File: src/rtl/riscv_regfile_bist_ctrl.sv
// March C- MBIST controller driving the integer register-file 1RW test port.
// Sequences the six march elements, compares read data one cycle later and keeps pass/fail status.
module riscv_regfile_bist_ctrl #(
  parameter int                    ADDR_WIDTH = 5,
  parameter int                    DATA_WIDTH = 32,
  parameter logic [DATA_WIDTH-1:0] BG_PATTERN = '0
) (
  input  logic                  clk,
  input  logic                  rst_n,
  input  logic                  start_i,
  output logic                  BIST_o,
  output logic                  CSN_T_o,
  output logic                  WEN_T_o,
  output logic [ADDR_WIDTH-1:0] A_T_o,
  output logic [DATA_WIDTH-1:0] D_T_o,
  input  logic [DATA_WIDTH-1:0] Q_T_i,
  output logic                  busy_o,
  output logic                  done_o,
  output logic                  fail_o,
  output logic [ADDR_WIDTH-1:0] fail_addr_o,
  output logic [2:0]            fail_elem_o,
  output logic [7:0]            err_cnt_o
);

  localparam int IW = ADDR_WIDTH - 1;
  // Highest all-ones index is skipped: the wrapper inverts it onto x0.
  localparam logic [IW-1:0] LAST_IDX = {{(IW-1){1'b1}}, 1'b0};

  typedef enum logic [1:0] {S_IDLE, S_RUN, S_DRAIN, S_DONE} state_t;

  state_t r_state;
  state_t w_state_nxt;
  logic   w_start_run;

  logic [2:0]    r_elem;
  logic [IW-1:0] r_addr;
  logic          r_phase;

  logic                  r_exp_vld_p1;
  logic [DATA_WIDTH-1:0] r_exp_data_p1;
  logic [ADDR_WIDTH-1:0] r_exp_addr_p1;
  logic [2:0]            r_exp_elem_p1;

  logic                  r_fail;
  logic [ADDR_WIDTH-1:0] r_fail_addr;
  logic [2:0]            r_fail_elem;
  logic [7:0]            r_err_cnt;

  logic                  w_is_rw;
  logic                  w_up;
  logic                  w_read;
  logic                  w_elem_end;
  logic                  w_mis;
  logic [IW-1:0]         w_end_idx;
  logic [IW-1:0]         w_next_start;
  logic [DATA_WIDTH-1:0] w_wdata;
  logic [DATA_WIDTH-1:0] w_rdata;

  function automatic logic [7:0] sat_inc8(input logic [7:0] v);
    return (v == 8'hFF) ? v : v + 8'd1;
  endfunction

  // Element decode: M1..M4 are r,w pairs; M3/M4 walk downwards.
  assign w_is_rw      = (r_elem >= 3'd1) && (r_elem <= 3'd4);
  assign w_up         = (r_elem != 3'd3) && (r_elem != 3'd4);
  assign w_read       = w_is_rw ? ~r_phase : (r_elem == 3'd5);
  assign w_end_idx    = w_up ? LAST_IDX : '0;
  assign w_elem_end   = (r_addr == w_end_idx) && (!w_is_rw || r_phase);
  assign w_next_start = ((r_elem == 3'd2) || (r_elem == 3'd3)) ? LAST_IDX : '0;
  assign w_wdata      = r_elem[0] ? ~BG_PATTERN : BG_PATTERN;
  assign w_rdata      = r_elem[0] ? BG_PATTERN : ~BG_PATTERN;
  assign w_mis        = r_exp_vld_p1 && (Q_T_i != r_exp_data_p1);

  always_ff @(posedge clk or negedge rst_n) begin
    if (!rst_n) r_state <= S_IDLE;
    else        r_state <= w_state_nxt;
  end

  always_comb begin
    w_state_nxt = r_state;
    w_start_run = 1'b0;
    BIST_o      = 1'b0;
    busy_o      = 1'b0;
    done_o      = 1'b0;
    CSN_T_o     = 1'b1;
    WEN_T_o     = 1'b1;
    A_T_o       = '0;
    D_T_o       = '0;
    case (r_state)
      S_IDLE: begin
        if (start_i) begin
          w_state_nxt = S_RUN;
          w_start_run = 1'b1;
        end
      end
      S_RUN: begin
        BIST_o  = 1'b1;
        busy_o  = 1'b1;
        CSN_T_o = 1'b0;
        WEN_T_o = w_read;
        A_T_o   = {1'b0, r_addr};
        D_T_o   = w_wdata;
        if ((r_elem == 3'd5) && w_elem_end) w_state_nxt = S_DRAIN;
      end
      S_DRAIN: begin
        BIST_o      = 1'b1;
        busy_o      = 1'b1;
        w_state_nxt = S_DONE;
      end
      S_DONE: begin
        done_o = 1'b1;
        if (start_i) begin
          w_state_nxt = S_RUN;
          w_start_run = 1'b1;
        end
      end
      default: w_state_nxt = S_IDLE;
    endcase
  end

  // Address/element sequencer
  always_ff @(posedge clk or negedge rst_n) begin
    if (!rst_n) begin
      r_elem  <= 3'd0;
      r_addr  <= '0;
      r_phase <= 1'b0;
    end else if (w_start_run) begin
      r_elem  <= 3'd0;
      r_addr  <= '0;
      r_phase <= 1'b0;
    end else if (r_state == S_RUN) begin
      if (w_is_rw && !r_phase) begin
        r_phase <= 1'b1;
      end else begin
        r_phase <= 1'b0;
        if (w_elem_end) begin
          if (r_elem != 3'd5) begin
            r_elem <= r_elem + 3'd1;
            r_addr <= w_next_start;
          end
        end else if (w_up) begin
          r_addr <= r_addr + 1'b1;
        end else begin
          r_addr <= r_addr - 1'b1;
        end
      end
    end
  end

  // p0 -> p1: read issued this cycle, expectation held for next-cycle compare
  always_ff @(posedge clk or negedge rst_n) begin
    if (!rst_n) r_exp_vld_p1 <= 1'b0;
    else        r_exp_vld_p1 <= (r_state == S_RUN) && w_read;
  end

  always_ff @(posedge clk) begin
    r_exp_data_p1 <= w_rdata;
    r_exp_addr_p1 <= {1'b0, r_addr};
    r_exp_elem_p1 <= r_elem;
  end

  // p1: compare and status update
  always_ff @(posedge clk or negedge rst_n) begin
    if (!rst_n) begin
      r_fail      <= 1'b0;
      r_fail_addr <= '0;
      r_fail_elem <= 3'd0;
      r_err_cnt   <= 8'd0;
    end else if (w_start_run) begin
      r_fail      <= 1'b0;
      r_fail_addr <= '0;
      r_fail_elem <= 3'd0;
      r_err_cnt   <= 8'd0;
    end else if (w_mis) begin
      r_err_cnt <= sat_inc8(r_err_cnt);
      if (!r_fail) begin
        r_fail      <= 1'b1;
        r_fail_addr <= r_exp_addr_p1;
        r_fail_elem <= r_exp_elem_p1;
      end
    end
  end

  assign fail_o      = r_fail;
  assign fail_addr_o = r_fail_addr;
  assign fail_elem_o = r_fail_elem;
  assign err_cnt_o   = r_err_cnt;

endmodule

File: config.mk
export PLATFORM = sky130hd
export DESIGN_NAME = riscv_regfile_bist_ctrl
export DESIGN_NICKNAME = d
export VERILOG_FILES = /design/src/rtl/riscv_regfile_bist_ctrl.sv
export SDC_FILE = /design/constraint.sdc
export NUM_CORES = 1
export LEC_CHECK = 0
export ABC_AREA = 1
export CORE_ASPECT_RATIO = 1.2
export CORE_MARGIN = 3
export CORE_UTILIZATION = 41
export CTS_BUF_LIST = sky130_fd_sc_hd__clkbuf_2
export CTS_CLUSTER_DIAMETER = 150
export DETAILED_ROUTE_END_ITERATION = 10
export HOLD_SLACK_MARGIN = 0.03
export PLACE_DENSITY = 0.85
export SETUP_SLACK_MARGIN = 0.02
export SLEW_MARGIN = 10
export SYNTH_ARGS = -nofsm -noshare
export SYNTH_HDL_FRONTEND = slang
export SYNTH_SLANG_ARGS = --single-unit
File: constraint.sdc
create_clock -name clk -period 2.2 [get_ports clk]
set_input_delay 0.22 -clock clk [delete_from_list [all_inputs] [get_ports clk]]
set_output_delay 0.22 -clock clk [all_outputs]
set_load 0.01 [all_outputs]
Yosys cells after proc, flatten, opt, wreduce, memory -nomap -nowiden
Index checks and enable logic that the tools add are counted.
{"block": "classes", "add_sub_neg": 4, "magnitude_cmp": 2, "eq_ne": 18, "mux": 41, "n_bitwise": 1, "reduce_logical": 23}
{"operator": "two-way mux 32 bit", "n": 3}
{"operator": "two-way mux 4 bit", "n": 9}
{"operator": "!= test 32 bit", "n": 1}
{"operator": "two-way mux 3 bit", "n": 8}
{"operator": "two-way mux 8 bit", "n": 3}
{"operator": "two-way mux 5 bit", "n": 3}
{"operator": "two-way mux 1 bit", "n": 12}
{"operator": "adder 8 x 1 -> 8 bit (second input constant)", "n": 1}
{"operator": "== test 8 bit (second input constant)", "n": 1}
{"operator": "!= test 2 bit (second input constant)", "n": 4}
{"operator": "nonzero test 2 bit", "n": 4}
{"operator": "logical AND 1 bit", "n": 7}
{"operator": "== test 3 x 2 -> 1 bit (second input constant)", "n": 2}
{"operator": "!= test 3 x 2 -> 1 bit (second input constant)", "n": 2}
{"operator": "!= test 3 bit (second input constant)", "n": 2}
{"operator": "one-hot mux 2 bit (3 select lines)", "n": 1}
{"operator": "AND reduction 2 bit", "n": 3}
{"operator": "adder 4 x 1 -> 4 bit (second input constant)", "n": 1}
{"operator": "== test 2 bit (second input constant)", "n": 2}
{"operator": "== test 4 bit", "n": 1}
{"operator": "two-way mux 2 bit", "n": 2}
{"operator": "AND reduction 4 bit", "n": 1}
{"operator": "OR reduction 2 bit", "n": 2}
{"operator": "subtractor 4 x 1 -> 4 bit (second input constant)", "n": 1}
{"operator": "other kinds (11)", "n": 13}
{"block": "word_totals", "register_bits": 67, "inputBits": 35, "output_inout_bits": 59}

Longest topological paths before layout
{"block": "depth", "ltp_word": 9, "ltp_mapped": 13, "mapped_depth_nobuf": 13}

Worst setup path after synthesis
Ideal clock, no wire load.
{"block": "synth_timing", "path_type": "register to register", "from": "register r_elem[0]", "to": "register r_state[0]", "setup_time_ns": 0.117, "arrival_ns": 1.949, "setup_slack_ns": 0.135, "stages_incl_launch_ff": 14, "path_buffers": 0, "period_less_slack_ns": 2.065, "path_cell_list": "dfrtp_1 ha_1 ha_1 inv_1 nand2_2 ha_1 ha_1 nand2_1 inv_1 nand3_2 o21ai_2 nand2_1 nand2_1 nand2_1"}
{"block": "synth_between", "elab_chain_cells": 8, "elab_cells_between_ends": 15, "classes_between": "2 x order compare; 5 x eq/ne; 1 x mux; 7 x reduce/logical"}
{"element": "start, declared", "line_no": "35", "text": "logic [2:0] r_elem;"}
{"element": "start signal, assigned", "line_no": "138", "text": "r_elem <= r_elem + 3'd1;"}
{"element": "!= test 3 x 2 -> 1 bit, or another cell as far along", "line_no": "65", "text": "assign w_up = (r_elem != 3'd3) && (r_elem != 3'd4);"}
{"element": "logical AND 1 bit, on equally long branches", "line_no": "65, 64"}
{"element": "two-way mux 4 bit / zero test 1 bit (equally long branches)", "line_no": "67, 68"}
{"element": "== test 4 bit / logical OR 1 bit (equally long branches)", "line_no": "68", "text": "assign w_elem_end = (r_addr == w_end_idx) && (!w_is_rw || r_phase);"}
{"element": "logical AND 1 bit", "line_no": "68"}
{"element": "logical AND 1 bit (*)", "line_no": "103", "text": "if ((r_elem == 3'd5) && w_elem_end) w_state_nxt = S_DRAIN;"}
{"element": "!= test 2 bit (no source line) (*)"}
{"element": "AND reduction 2 bit (no source line) (*)"}
{"element": "end signal, assigned", "line_no": "76", "text": "else r_state <= w_state_nxt;"}
{"element": "end, declared", "line_no": "31", "text": "state_t r_state;"}
Every way passes the cells marked *; elsewhere a longest branch is shown, timed or not.
A chain may end at the register's enable or synchronous reset.

Final worst setup path
{"block": "layout_timing", "from": "register r_elem[0]", "to": "output WEN_T_o"}
{"block": "layout_between", "elab_chain_cells": 4, "elab_cells_between_ends": 6, "classes_between": "2 x order compare; 1 x eq/ne; 2 x mux; 1 x reduce/logical"}
{"element": ">= comparator 3 x 1 -> 1 bit / <= comparator 3 bit (equally long branches)", "line_no": "64", "text": "assign w_is_rw = (r_elem >= 3'd1) && (r_elem <= 3'd4);"}
{"element": "logical AND 1 bit", "line_no": "64"}
{"element": "two-way mux 1 bit (*)", "line_no": "66", "text": "assign w_read = w_is_rw ? ~r_phase : (r_elem == 3'd5);"}
{"element": "two-way mux 1 bit (*)", "line_no": "89", "text": "case (r_state)"}
{"element": "end, declared", "line_no": "13", "text": "output logic WEN_T_o,"}
Marks and branches as above.

==> metrics <==
largest net degree at the start of global routing=33; CTS buffer count=5; Min Clock Period, post-route=2.110 ns; FP Rows=30; Sw Share=0.4519; CP Launch Type=flip-flop; worst rel slew slack=0.6672; Max Freq=473.9 MHz; Cells after Synth=337; crit path cell chain=buf_6 > ha_4 > inv_2 > nand4_1 > nand2_1 > nor2_2 > a31oi_1 > nand2_1 > buf_2; antenna cells=0; final core utilization=0.5919; Hold-fix buffers, CTS=0; DRT Wirelength=5615 um; CP Buf/Inv Count=3; combinational power share=0.634; Post-Place Cells=478; Final WS setup=0.08992 ns; IO Pins=94; antenna-violating nets left=0; hold crit path type=in2async; synth top area cells=dfrtp_1, nand2_1, buf_4; vias in the first global route=2,189; Top FF cell, synth=dfrtp_1; detail-routed via count per cell=4.663; initial antenna violation count=0; EDFF count, synth=0; synth warn=0; CTS tree=built; Overflow after GRT=0; Worst EP required=1.98 ns; crit path max fanout=6; GRT Resource Usage Total=0.1637; pwr dens=1064 nW/um2; clk root buf=clkbuf_2; Setup CP Type=reg2out; clock share of power=0.083; slew of the pin with the lowest slew margin=0.4987 ns; flop-to-flop setup slack=0.13 ns; GPL Wtd Cong=0.8830; Net Sw Power=1.634 mW; CP max stage delay=0.45 ns; Post-synth ARST share=0.7714; sequential cell fraction of total power=0.283; area share of the largest cell type after synthesis=0.2727; Initial Util=0.4314; FF+latch area=835.8 um2; via count=2,294; count of final setup violators=0; Worst Skew=0.01822 ns; filler cell count=528; Critical-path top delay cell=dfrtp_1; maximum vdd ir drop=572.7 uV; Crit path arrival time=1.89 ns; global-route wire length before repair=9487 um; placed instance area=3267 um2; Seq/Total Area, Yosys=0.3374; CTS H-tree depth=2; drt wl/cell=11.41 um; drt pass-1 iters=4; Final Hold Fails=0; initial drt markers=195; total design power=3.616 mW; Area growth syn-to-layout=37.22%; post-synth top area cell=dfrtp_1; Syn Area/Cell=7.351 um2; Layout Cells excl Fill=492; core area=5743 um2; Die Y=91.15 um; RSZ-0062 raised after global routing=yes; Int Pwr=1.982 mW; drc violations=0; multi-input logic area=1262 um2; Slew Viols, Final=0; Layout Nets=459; run status=completed; Distinct cells, synth=30; Die X=76.96 um; crit-path most repeated cell=nand2_1; Final Cycle Share=0.9591; Die ar.=7015 um2; CTS clock-pin slew for the worst setup and hold paths=0.19 ns; setup slack at placement=0.05269 ns; Clock Sinks=35; Clock Latency Late Sink=0.39 ns; crit end category=output pin; Clock Tree Buf Depth=2; share of layout cells above drive strength 1=0.1238; post-DP HPWL=4385 um; Yosys reg bits=35; cell area after layout=3400 um2; max cap viols=0; Cell Area, Synth=2477 um2; Top delay family on crit path=flip-flops; I/O Buffers=91; Lkg Pwr=1.868 nW
layer usage:
metal / global-route usage / vias up / wire (um)
met4: 0.05438 / 0 / 45
met1: 0.1767 / 1048 / 2176
met5: 0 / - / 0
met3: 0.03968 / 4 / 312
met2: 0.3074 / 60 / 3080
li1: - / 1182 / -
worst paths after layout:
kind,startpoint,to,cells past startpoint
hold reg to reg,fail_addr_o[3],fail_addr_o[3],2
hold / removal,rst_n,err_cnt_o[7],2
max in group asynchronous,rst_n,fail_o,2
setup reg to reg,r_elem[0],r_addr[1],13
setup / recovery,r_elem[0],WEN_T_o,9
min in group clk,fail_addr_o[3],fail_addr_o[3],2
power by group through the flow:
stage / Sequential, mW / Combinational (mW) / Clock (mW)
final: 1.02 / 2.29 / 0.299
after global routing: 1.05 / 2.58 / 0.337
after CTS: 1.02 / 2.17 / 0.309
after detailed placement: 1.03 / 2.20 / 0
after global placement: 1.02 / 2.14 / 0
after floorplan: 1.03 / 1.45 / 0
synthesized netlist by cell type (2+ instances only):
library cell / count
nand2_1: 87
xor2_1: 7
nand3b_1: 11
nand3_2: 2
nor2_2: 2
nand3_4: 2
nand4_1: 11
or2_1: 4
o21ai_0: 7
nor3_1: 4
nor2_1: 28
a21oi_1: 2
dfxtp_1: 8
ha_1: 12
nand3_1: 27
or2_2: 3
nand2_2: 5
buf_4: 35
inv_1: 41
dfrtp_1: 27
clkbuf_1: 3
cells by family (layout without fill, tap and decap cells):
family	count (synthesis)	count (layout)	share of synthesized area
AND/OR/NAND/NOR	186	186	0.3556
buffers and inverters	81	155	0.1788
flip-flops	35	35	0.3374
AO/OA/AOI/OAI	14	14	0.03334
adder cells (fa/ha/maj)	13	13	0.06869
XOR/XNOR	7	7	0.02475
other	1	2	0.001514
flip-flops by register name (all words and copies together), names as in the netlist:
| register | flops |
|---|---|
| r_elem | 3 |
| err_cnt_o | 8 |
| r_exp_addr_p1 | 4 |
| r_exp_data_p1 | 1 |
| r_exp_elem_p1 | 3 |
| r_state | 2 |
| fail_elem_o | 3 |
| r_exp_vld_p1 | 1 |
| r_addr | 4 |
| fail_addr_o | 4 |
| r_phase | 1 |
| fail_o | 1 |
cell type report:
class	count	share of cell area
inverter	42	0.04711
timing repair buffer	105	0.2930
multi-input combinational	222	0.3714
clock buffer	5	0.007361
tap	80	0.02944
sequential	35	0.2459
clock inverter	3	0.005889
repair_timing:
action,CTS,global route
resized for setup,40,26
endpoints found under the setup margin,36,15
setup buffers,5,1
pin swaps,4,6
per-stage QoR:
step           TNS (ns)  hold slack [ns]
2_1_floorplan         0         -0.07559
3_3_place_gp          0           0.4620
3_5_place_dp          0           0.4757
4_1_cts               0           0.1609
5_1_grt        -0.02871           0.1594
6_report              0           0.1684
cells in the final DEF (no fill, tap or decap), types with 2 or more instances in the layout:
master / Yosys / final
o21ai_1: 0 / 5
dfxtp_1: 8 / 8
inv_2: 1 / 4
xor2_1: 7 / 7
nand3b_1: 11 / 11
inv_1: 41 / 37
dfrtp_1: 27 / 27
buf_6: 1 / 4
a21oi_1: 2 / 2
o21ai_0: 7 / 2
ha_2: 0 / 2
nor2_2: 2 / 3
buf_4: 35 / 10
clkinvlp_4: 0 / 2
ha_1: 12 / 8
dlygate4sd2_1: 0 / 32
nand3_4: 2 / 3
nand2_1: 87 / 84
nand3_1: 27 / 27
or2_1: 4 / 4
conb_1: 1 / 2
clkdlybuf4s50_1: 0 / 54
nor2_1: 28 / 27
ha_4: 0 / 2
nand4_1: 11 / 11
dlymetal6s2s_1: 0 / 4
nand2_2: 5 / 7
nor3_1: 4 / 4
or2_2: 3 / 3
clkbuf_2: 0 / 5
No activity file was read; power rests on OpenSTA's default activity.
